--- src/rtl/mem_arb_pkg.sv ---
// Shared types and widths for the main-memory read/write arbiter.
package mem_arb_pkg;

    localparam int ADDR_W = 8;
    localparam int DATA_W = 16;

    // Arbiter sequencing states
    typedef enum logic [2:0] {
        ST_INIT,
        ST_IDLE,
        ST_ISSUE,
        ST_WAIT,
        ST_DONE
    } arb_state_e;

    // One memory command as latched at grant time
    typedef struct packed {
        logic              wen;
        logic [ADDR_W-1:0] addr;
        logic [DATA_W-1:0] wdata;
    } mem_cmd_t;

endpackage

--- src/rtl/mem_rwport.sv ---
// Single read/write port of main memory; master drives the command,
// memory returns registered read data one cycle after val.
interface mem_rwport;
    import mem_arb_pkg::*;

    logic              val;
    logic              wen;
    logic [ADDR_W-1:0] addr;
    logic [DATA_W-1:0] wdata;
    logic [DATA_W-1:0] rdata;
    logic              rdy;

    modport master (output val, output wen, output addr, output wdata,
                    input rdata, input rdy);
    modport slave  (input val, input wen, input addr, input wdata,
                    output rdata, output rdy);
endinterface

--- src/rtl/mem_rw_arbiter_rr_picker.sv ---
// Combinational round-robin picker: search starts one past the last winner.
// With MEM_ARB_FIXED_PRIO_EN defined, requester 0 is masked out of the
// rotation and instead wins outright whenever it requests.
module rr_picker
#(
    parameter int NREQ = 3
)
(
    input  logic [NREQ-1:0]         req_i,
    input  logic [$clog2(NREQ)-1:0] ptr_i,
    output logic [NREQ-1:0]         gnt_o,
    output logic                    any_req_o
);

    localparam int PW = $clog2(NREQ);

    logic [NREQ-1:0] rr_mask;
    logic [NREQ-1:0] elig;
    logic [PW-1:0]   idx;
    logic            found;

    // Rotating search over the eligible requesters, then fixed-priority override
    always_comb begin
        rr_mask = '1;
`ifdef MEM_ARB_FIXED_PRIO_EN
        rr_mask[0] = 1'b0;
`endif
        elig  = req_i & rr_mask;
        gnt_o = '0;
        found = 1'b0;
        idx   = '0;
        for (int unsigned k = 1; k <= NREQ; k++) begin
            idx = PW'((32'(ptr_i) + k) % NREQ);
            if (!found && elig[idx]) begin
                gnt_o[idx] = 1'b1;
                found      = 1'b1;
            end
        end
`ifdef MEM_ARB_FIXED_PRIO_EN
        if (req_i[0]) begin
            gnt_o    = '0;
            gnt_o[0] = 1'b1;
        end
`endif
    end

    assign any_req_o = |req_i;

endmodule

--- src/rtl/mem_rw_arbiter.sv ---
// Main-memory read/write arbiter: waits out the post-reset memory wipe,
// then grants one requester at a time and sequences the access through
// the memory's one-cycle registered read (ISSUE -> WAIT -> DONE).
// Optional build macro: MEM_ARB_FIXED_PRIO_EN (requester 0 fixed priority).
module mem_rw_arbiter
    import mem_arb_pkg::*;
#(
    parameter int NREQ         = 3,
    parameter int CLEAR_CYCLES = 256
)
(
    input  logic                     clk_i,
    input  logic                     rst_ni,
    input  logic [NREQ-1:0]          req_val_i,
    input  logic [NREQ-1:0]          req_wen_i,
    input  logic [NREQ*ADDR_W-1:0]   req_addr_i,
    input  logic [NREQ*DATA_W-1:0]   req_wdata_i,
    output logic [NREQ-1:0]          req_rdy_o,
    output logic [DATA_W-1:0]        req_rdata_o,
    output logic                     init_done_o,
    mem_rwport.master                mem
);

    localparam int PW = $clog2(NREQ);
    localparam int CW = (CLEAR_CYCLES > 1) ? $clog2(CLEAR_CYCLES) : 1;
    localparam logic [CW-1:0] CLR_LAST = CW'(CLEAR_CYCLES - 1);

    arb_state_e      state;
    logic [CW-1:0]   clr_cnt;
    logic [PW-1:0]   ptr;
    logic [NREQ-1:0] gnt;
    logic            any_req;
    logic [PW-1:0]   gnt_idx;
    logic [NREQ-1:0] gnt_q;
    mem_cmd_t        sel_cmd;
    mem_cmd_t        cmd_q;
    logic            mem_val_q;
    logic            unused_rdy;

    rr_picker #(.NREQ(NREQ)) u_picker (
        .req_i     (req_val_i),
        .ptr_i     (ptr),
        .gnt_o     (gnt),
        .any_req_o (any_req)
    );

    // One-hot grant to requester index
    always_comb begin
        gnt_idx = '0;
        for (int unsigned i = 0; i < NREQ; i++) begin
            if (gnt[i]) gnt_idx = PW'(i);
        end
    end

    // Mux the winning requester's command fields
    always_comb begin
        sel_cmd.wen   = req_wen_i[gnt_idx];
        sel_cmd.addr  = req_addr_i[gnt_idx*ADDR_W +: ADDR_W];
        sel_cmd.wdata = req_wdata_i[gnt_idx*DATA_W +: DATA_W];
    end

    // Access sequencer: clear window, grant, issue, wait for read, complete
    always_ff @(posedge clk_i or negedge rst_ni) begin
        if (!rst_ni) begin
            state       <= ST_INIT;
            clr_cnt     <= '0;
            init_done_o <= 1'b0;
            ptr         <= PW'(NREQ - 1);
            gnt_q       <= '0;
            cmd_q       <= '0;
            mem_val_q   <= 1'b0;
            req_rdy_o   <= '0;
            req_rdata_o <= '0;
        end else begin
            unique case (state)
                ST_INIT: begin
                    if (clr_cnt == CLR_LAST) begin
                        state       <= ST_IDLE;
                        init_done_o <= 1'b1;
                    end else begin
                        clr_cnt <= clr_cnt + CW'(1);
                    end
                end
                ST_IDLE: begin
                    if (any_req) begin
                        cmd_q     <= sel_cmd;
                        gnt_q     <= gnt;
                        mem_val_q <= 1'b1;
                        state     <= ST_ISSUE;
`ifdef MEM_ARB_FIXED_PRIO_EN
                        // requester 0 sits outside the rotation
                        if (!gnt[0]) ptr <= gnt_idx;
`else
                        ptr <= gnt_idx;
`endif
                    end
                end
                ST_ISSUE: begin
                    mem_val_q <= 1'b0;
                    state     <= ST_WAIT;
                end
                ST_WAIT: begin
                    if (!cmd_q.wen) req_rdata_o <= mem.rdata;
                    req_rdy_o <= gnt_q;
                    state     <= ST_DONE;
                end
                ST_DONE: begin
                    req_rdy_o <= '0;
                    state     <= ST_IDLE;
                end
                default: state <= ST_INIT;
            endcase
        end
    end

    assign mem.val    = mem_val_q;
    assign mem.wen    = cmd_q.wen;
    assign mem.addr   = cmd_q.addr;
    assign mem.wdata  = cmd_q.wdata;
    assign unused_rdy = mem.rdy;

endmodule
--- src/flat_wrapper.sv ---
// flat-port wrapper written by rule: the top's interface ports become plain ports
module mem_rw_arbiter_flat import mem_arb_pkg::*;
#(
    parameter int NREQ         = 3,
    parameter int CLEAR_CYCLES = 256
)
  (clk_i, rst_ni, req_val_i, req_wen_i, req_addr_i, req_wdata_i, req_rdy_o, req_rdata_o, init_done_o, mem_val, mem_wen, mem_addr, mem_wdata, mem_rdata, mem_rdy);
  mem_rwport mem_i ();
  input  logic clk_i;
  input  logic rst_ni;
  input  logic [NREQ-1:0] req_val_i;
  input  logic [NREQ-1:0] req_wen_i;
  input  logic [NREQ*ADDR_W-1:0] req_addr_i;
  input  logic [NREQ*DATA_W-1:0] req_wdata_i;
  output logic [NREQ-1:0] req_rdy_o;
  output logic [DATA_W-1:0] req_rdata_o;
  output logic init_done_o;
  output wire logic [$bits(mem_i.val)-1:0] mem_val;
  output wire logic [$bits(mem_i.wen)-1:0] mem_wen;
  output wire logic [$bits(mem_i.addr)-1:0] mem_addr;
  output wire logic [$bits(mem_i.wdata)-1:0] mem_wdata;
  input wire logic [$bits(mem_i.rdata)-1:0] mem_rdata;
  input wire logic [$bits(mem_i.rdy)-1:0] mem_rdy;
  assign mem_val = mem_i.val;
  assign mem_wen = mem_i.wen;
  assign mem_addr = mem_i.addr;
  assign mem_wdata = mem_i.wdata;
  assign mem_i.rdata = mem_rdata;
  assign mem_i.rdy = mem_rdy;
  mem_rw_arbiter #(.NREQ(NREQ), .CLEAR_CYCLES(CLEAR_CYCLES)) u_core (.clk_i(clk_i), .rst_ni(rst_ni), .req_val_i(req_val_i), .req_wen_i(req_wen_i), .req_addr_i(req_addr_i), .req_wdata_i(req_wdata_i), .req_rdy_o(req_rdy_o), .req_rdata_o(req_rdata_o), .init_done_o(init_done_o), .mem(mem_i));
endmodule
--- config.mk ---
export PLATFORM = sky130hd
export DESIGN_NAME = mem_rw_arbiter_flat
export DESIGN_NICKNAME = d
export VERILOG_FILES = /design/src/rtl/mem_arb_pkg.sv /design/src/rtl/mem_rwport.sv /design/src/rtl/mem_rw_arbiter_rr_picker.sv /design/src/rtl/mem_rw_arbiter.sv /design/src/flat_wrapper.sv
export SDC_FILE = /design/constraint.sdc
export NUM_CORES = 1
export LEC_CHECK = 0
export ABC_CLOCK_PERIOD_IN_PS = 2000
export CAP_MARGIN = 20
export CORE_MARGIN = 2
export CORE_UTILIZATION = 38
export CTS_CLUSTER_DIAMETER = 150
export CTS_CLUSTER_SIZE = 12
export DETAILED_ROUTE_END_ITERATION = 16
export GPL_TIMING_DRIVEN = 0
export MAX_ROUTING_LAYER = met4
export PLACE_DENSITY = 0.76
export SYNTH_ARGS = -nofsm -noshare
export SYNTH_HDL_FRONTEND = slang
export SYNTH_SLANG_ARGS = --single-unit
--- constraint.sdc ---
create_clock -name clk_i -period 2 [get_ports clk_i]
set_clock_uncertainty 0.05 [all_clocks]
set_input_delay 0.4 -clock clk_i [delete_from_list [all_inputs] [get_ports clk_i]]
set_output_delay 0.4 -clock clk_i [all_outputs]
set_load 0.02 [all_outputs]
==> metrics.txt, run 1 <==
status complete, but fails checks; failing checks setup timing; port bufs 139; post-synth top area cell dfrtp_1; Finish-stage setup viols 26; fin crit period 2130 ps; Synth Warn # 0; num ports 143; pre-CTS setup slack -337 ps; Total Routed Length 8510 um; Synth Area per Inst 12.7 sq um; post-route setup TNS -1610 ps; Crit Reg-Reg Startpoint u_core.ptr[1]; Starting Density 39.5%; Detail Route Antenna Nets 0; kind of end point of the critical path register; Buf/Inv on CP 4; Syn Std Cell Area 3280 sq um; Fin. Hold Viols 0; share of post-route cells with drive strength above 1 17.4%; drt drc 0; vias in the first global route 2966; clk buf depth 2; first-pass GRT wire length 14000 um; maxcap violations 0; GPL Wtd Cong 0.715; cells on worst reg2reg path 10; Post-CTS Hold Fix Bufs 0; CTS Sinks 62; Via density 4.99; routed vias 2646; ys flop type dfrtp_1; dpl hpwl 6150 um; required time of the critical path 2170 ps; core area 8300 sq um; cell leakage power 2.44 nW; area grow syn2layout 59.6%; flops & latches, synth 62; worst setup margin -128 ps; Slew headroom 47.1%; reg2reg end u_core.mem.addr[5]; worst-path cell chain ha_4, buf_6, nand2_1, o21ai_0, a21oi_2, buf_6, buf_12, buf_8, mux2i_1, mux2i_1; largest net degree at the start of global routing 63; DRT iter0 DRCs 44; Post-Synthesis Cells 259; die area 9390 sq um; max-slew violation count 0; M2 GR Usage 32.5%; CTS tree built; CP top delay family flip-flops; WL per Instance 16.0 um; top-area cell type share of the netlist area 46.5%; initial antenna violation count 0; drt first pass iters 6; Nets 522; worst min-delay path class in -> async; Crit Path Max Fanout 10; htree depth 3; RSZ-0062 raised after global routing yes; fmax 470 MHz; crit path max-delay cell type dfstp_2; gr ovfl total 0; Antenna Cells 0; Netlist cell types 46; CP peak stage delay 580 ps; worst vdd ir 0.000934 V; sequential area share after synthesis 47.3%; met1 Use GR 22.6%; actual slew at the worst max-slew pin 793 ps; Post-synth EDFFs 0; CTS clk-pin slew, worst paths 70 ps; total power 7.96 mW; top cells by area, synth dfrtp_1, mux2i_1, mux2_2, ha_1, buf_6; total CTS buffers 9; Die W 96.9 um; clock tree root buffer cell clkbuf_8; clock latency on the worst-skew pair 330 ps; total track usage 19.1%; Crit Path Category reg -> reg; asr flop ratio synth 100%; startpoint types register; met3 Usage GRT 4.05%; Worst R2R Setup Slack -130 ps; PD cells 1520 nW/um^2; die height 96.9 um; row count 33; WP data arrival 2290 ps; crit share post-route 106%; gr busiest metal met2; syn_nets 361
[placed cells by master (no fill, tap or decap), types with 3 or more instances in the layout]
master,instances
clkdlybuf4s50_1,138
dfrtp_1,61
buf_6,5
nand2_1,6
o22ai_1,3
mux2_1,5
inv_1,7
ha_4,3
clkbuf_8,9
mux2i_1,77
nand3_1,3
a21oi_1,8
buf_4,11
xnor2_1,5
nor2_1,7
o21ai_0,5
mux2_2,13
buf_12,5
[cells by family (layout without fill, tap and decap cells)]
logic type | Yosys count | after routing | share of synthesized area [%]
AOI/OAI and AO/OA | 31 | 31 | 6.52
xor gates and xnor gates | 7 | 7 | 1.87
adders and majority gates | 5 | 5 | 1.91
buffers and inverters | 21 | 187 | 5.04
DFF | 62 | 62 | 47.3
muxes | 98 | 98 | 30.6
and+or+nand+nor | 35 | 35 | 6.72
[flip-flops by register name (all words and copies together) (netlist names)]
register,cells
u_core.clr_cnt,8
u_core.gnt_q,3
u_core.init_done_o,1
u_core.mem.addr,8
u_core.mem.val,1
u_core.mem.wdata,16
u_core.mem.wen,1
u_core.ptr,2
u_core.req_rdata_o,16
u_core.req_rdy_o,3
u_core.state,3
[repair_timing]
item / 4_1_cts / 5_1_grt
endpoints found under the setup margin: 27 / 37
resized for setup: 14 / 10
pin swaps: 4 / 4
buffers inserted: 7 / 6
gates cloned: 1 / 0
[synthesized netlist by cell type (2+ instances only)]
cell	instances
xor2_1	2
o21bai_1	2
nor3_1	2
buf_4	2
nor2_1	7
o22ai_1	4
buf_6	5
inv_1	7
a21oi_1	9
mux2_1	5
o21ai_0	6
ha_1	5
xnor2_1	5
dfrtp_1	61
mux2i_1	80
mux2_2	13
nand4_1	2
nand2b_1	2
nand3_1	4
nand2_1	6
buf_12	2
buf_2	4
[cell type report]
class                           count  area (sq um)
Clock inverter                      6          86.3
Timing Repair Buffer              152          1540
Tap cell                          105           131
Multi-Input combinational cell    176          1640
Inverter                            7          26.3
Sequential cell                    62          1550
Clock buffer                       10           128
Fill cell                         653          3060
Buffer                             12           133
[metal layers]
layer | up-vias | part of all wire [%] | wire [um]
met4 | 0 | 1.5 | 128
met2 | 93 | 51 | 4330
met5 | - | 0 | 0
met1 | 1282 | 43 | 3630
li1 | 1258 | - | -
met3 | 13 | 4.9 | 417
[report_power, final]
part / switching [mW] / total [mW] / internal (mW)
combinational: 2.09 / 4.52 / 2.42
clock: 0.495 / 1.19 / 0.700
sequential: 0.386 / 2.25 / 1.86
[stage by stage]
step                hold WS (ps)  cells  utilization, %  instance area, sq um
finish                       110    530            63.1                  5240
floorplan                   54.4    259               -                  3280
global placement             399    503            57.9                  4800
CTS                          134    526            62.4                  5180
detailed placement           402    503            57.8                  4800
global route                 172    530            63.1                  5240
[how the worst max path moves through the flow]
stage / startpoint / endpoint / depth (start not counted)
final: u_core.ptr[1] / u_core.mem.addr[5] / 10
after global routing: u_core.ptr[1] / u_core.mem.addr[5] / 10
after CTS: u_core.ptr[1] / u_core.mem.wdata[6] / 9
after detailed placement: req_val_i[0] / u_core.mem.wdata[6] / 8
after global placement: rst_ni / u_core.req_rdata_o[9] / 1
after floorplan: u_core.ptr[1] / u_core.mem.addr[7] / 10
No activity file was read; power rests on OpenSTA's default activity.
==> run 2, diff against run 1 <==
- HOLD_SLACK_MARGIN: unset -> 0.12
==> results of run 2 <==
No change in the layout: final DEF, timing and power equal those of run 1.
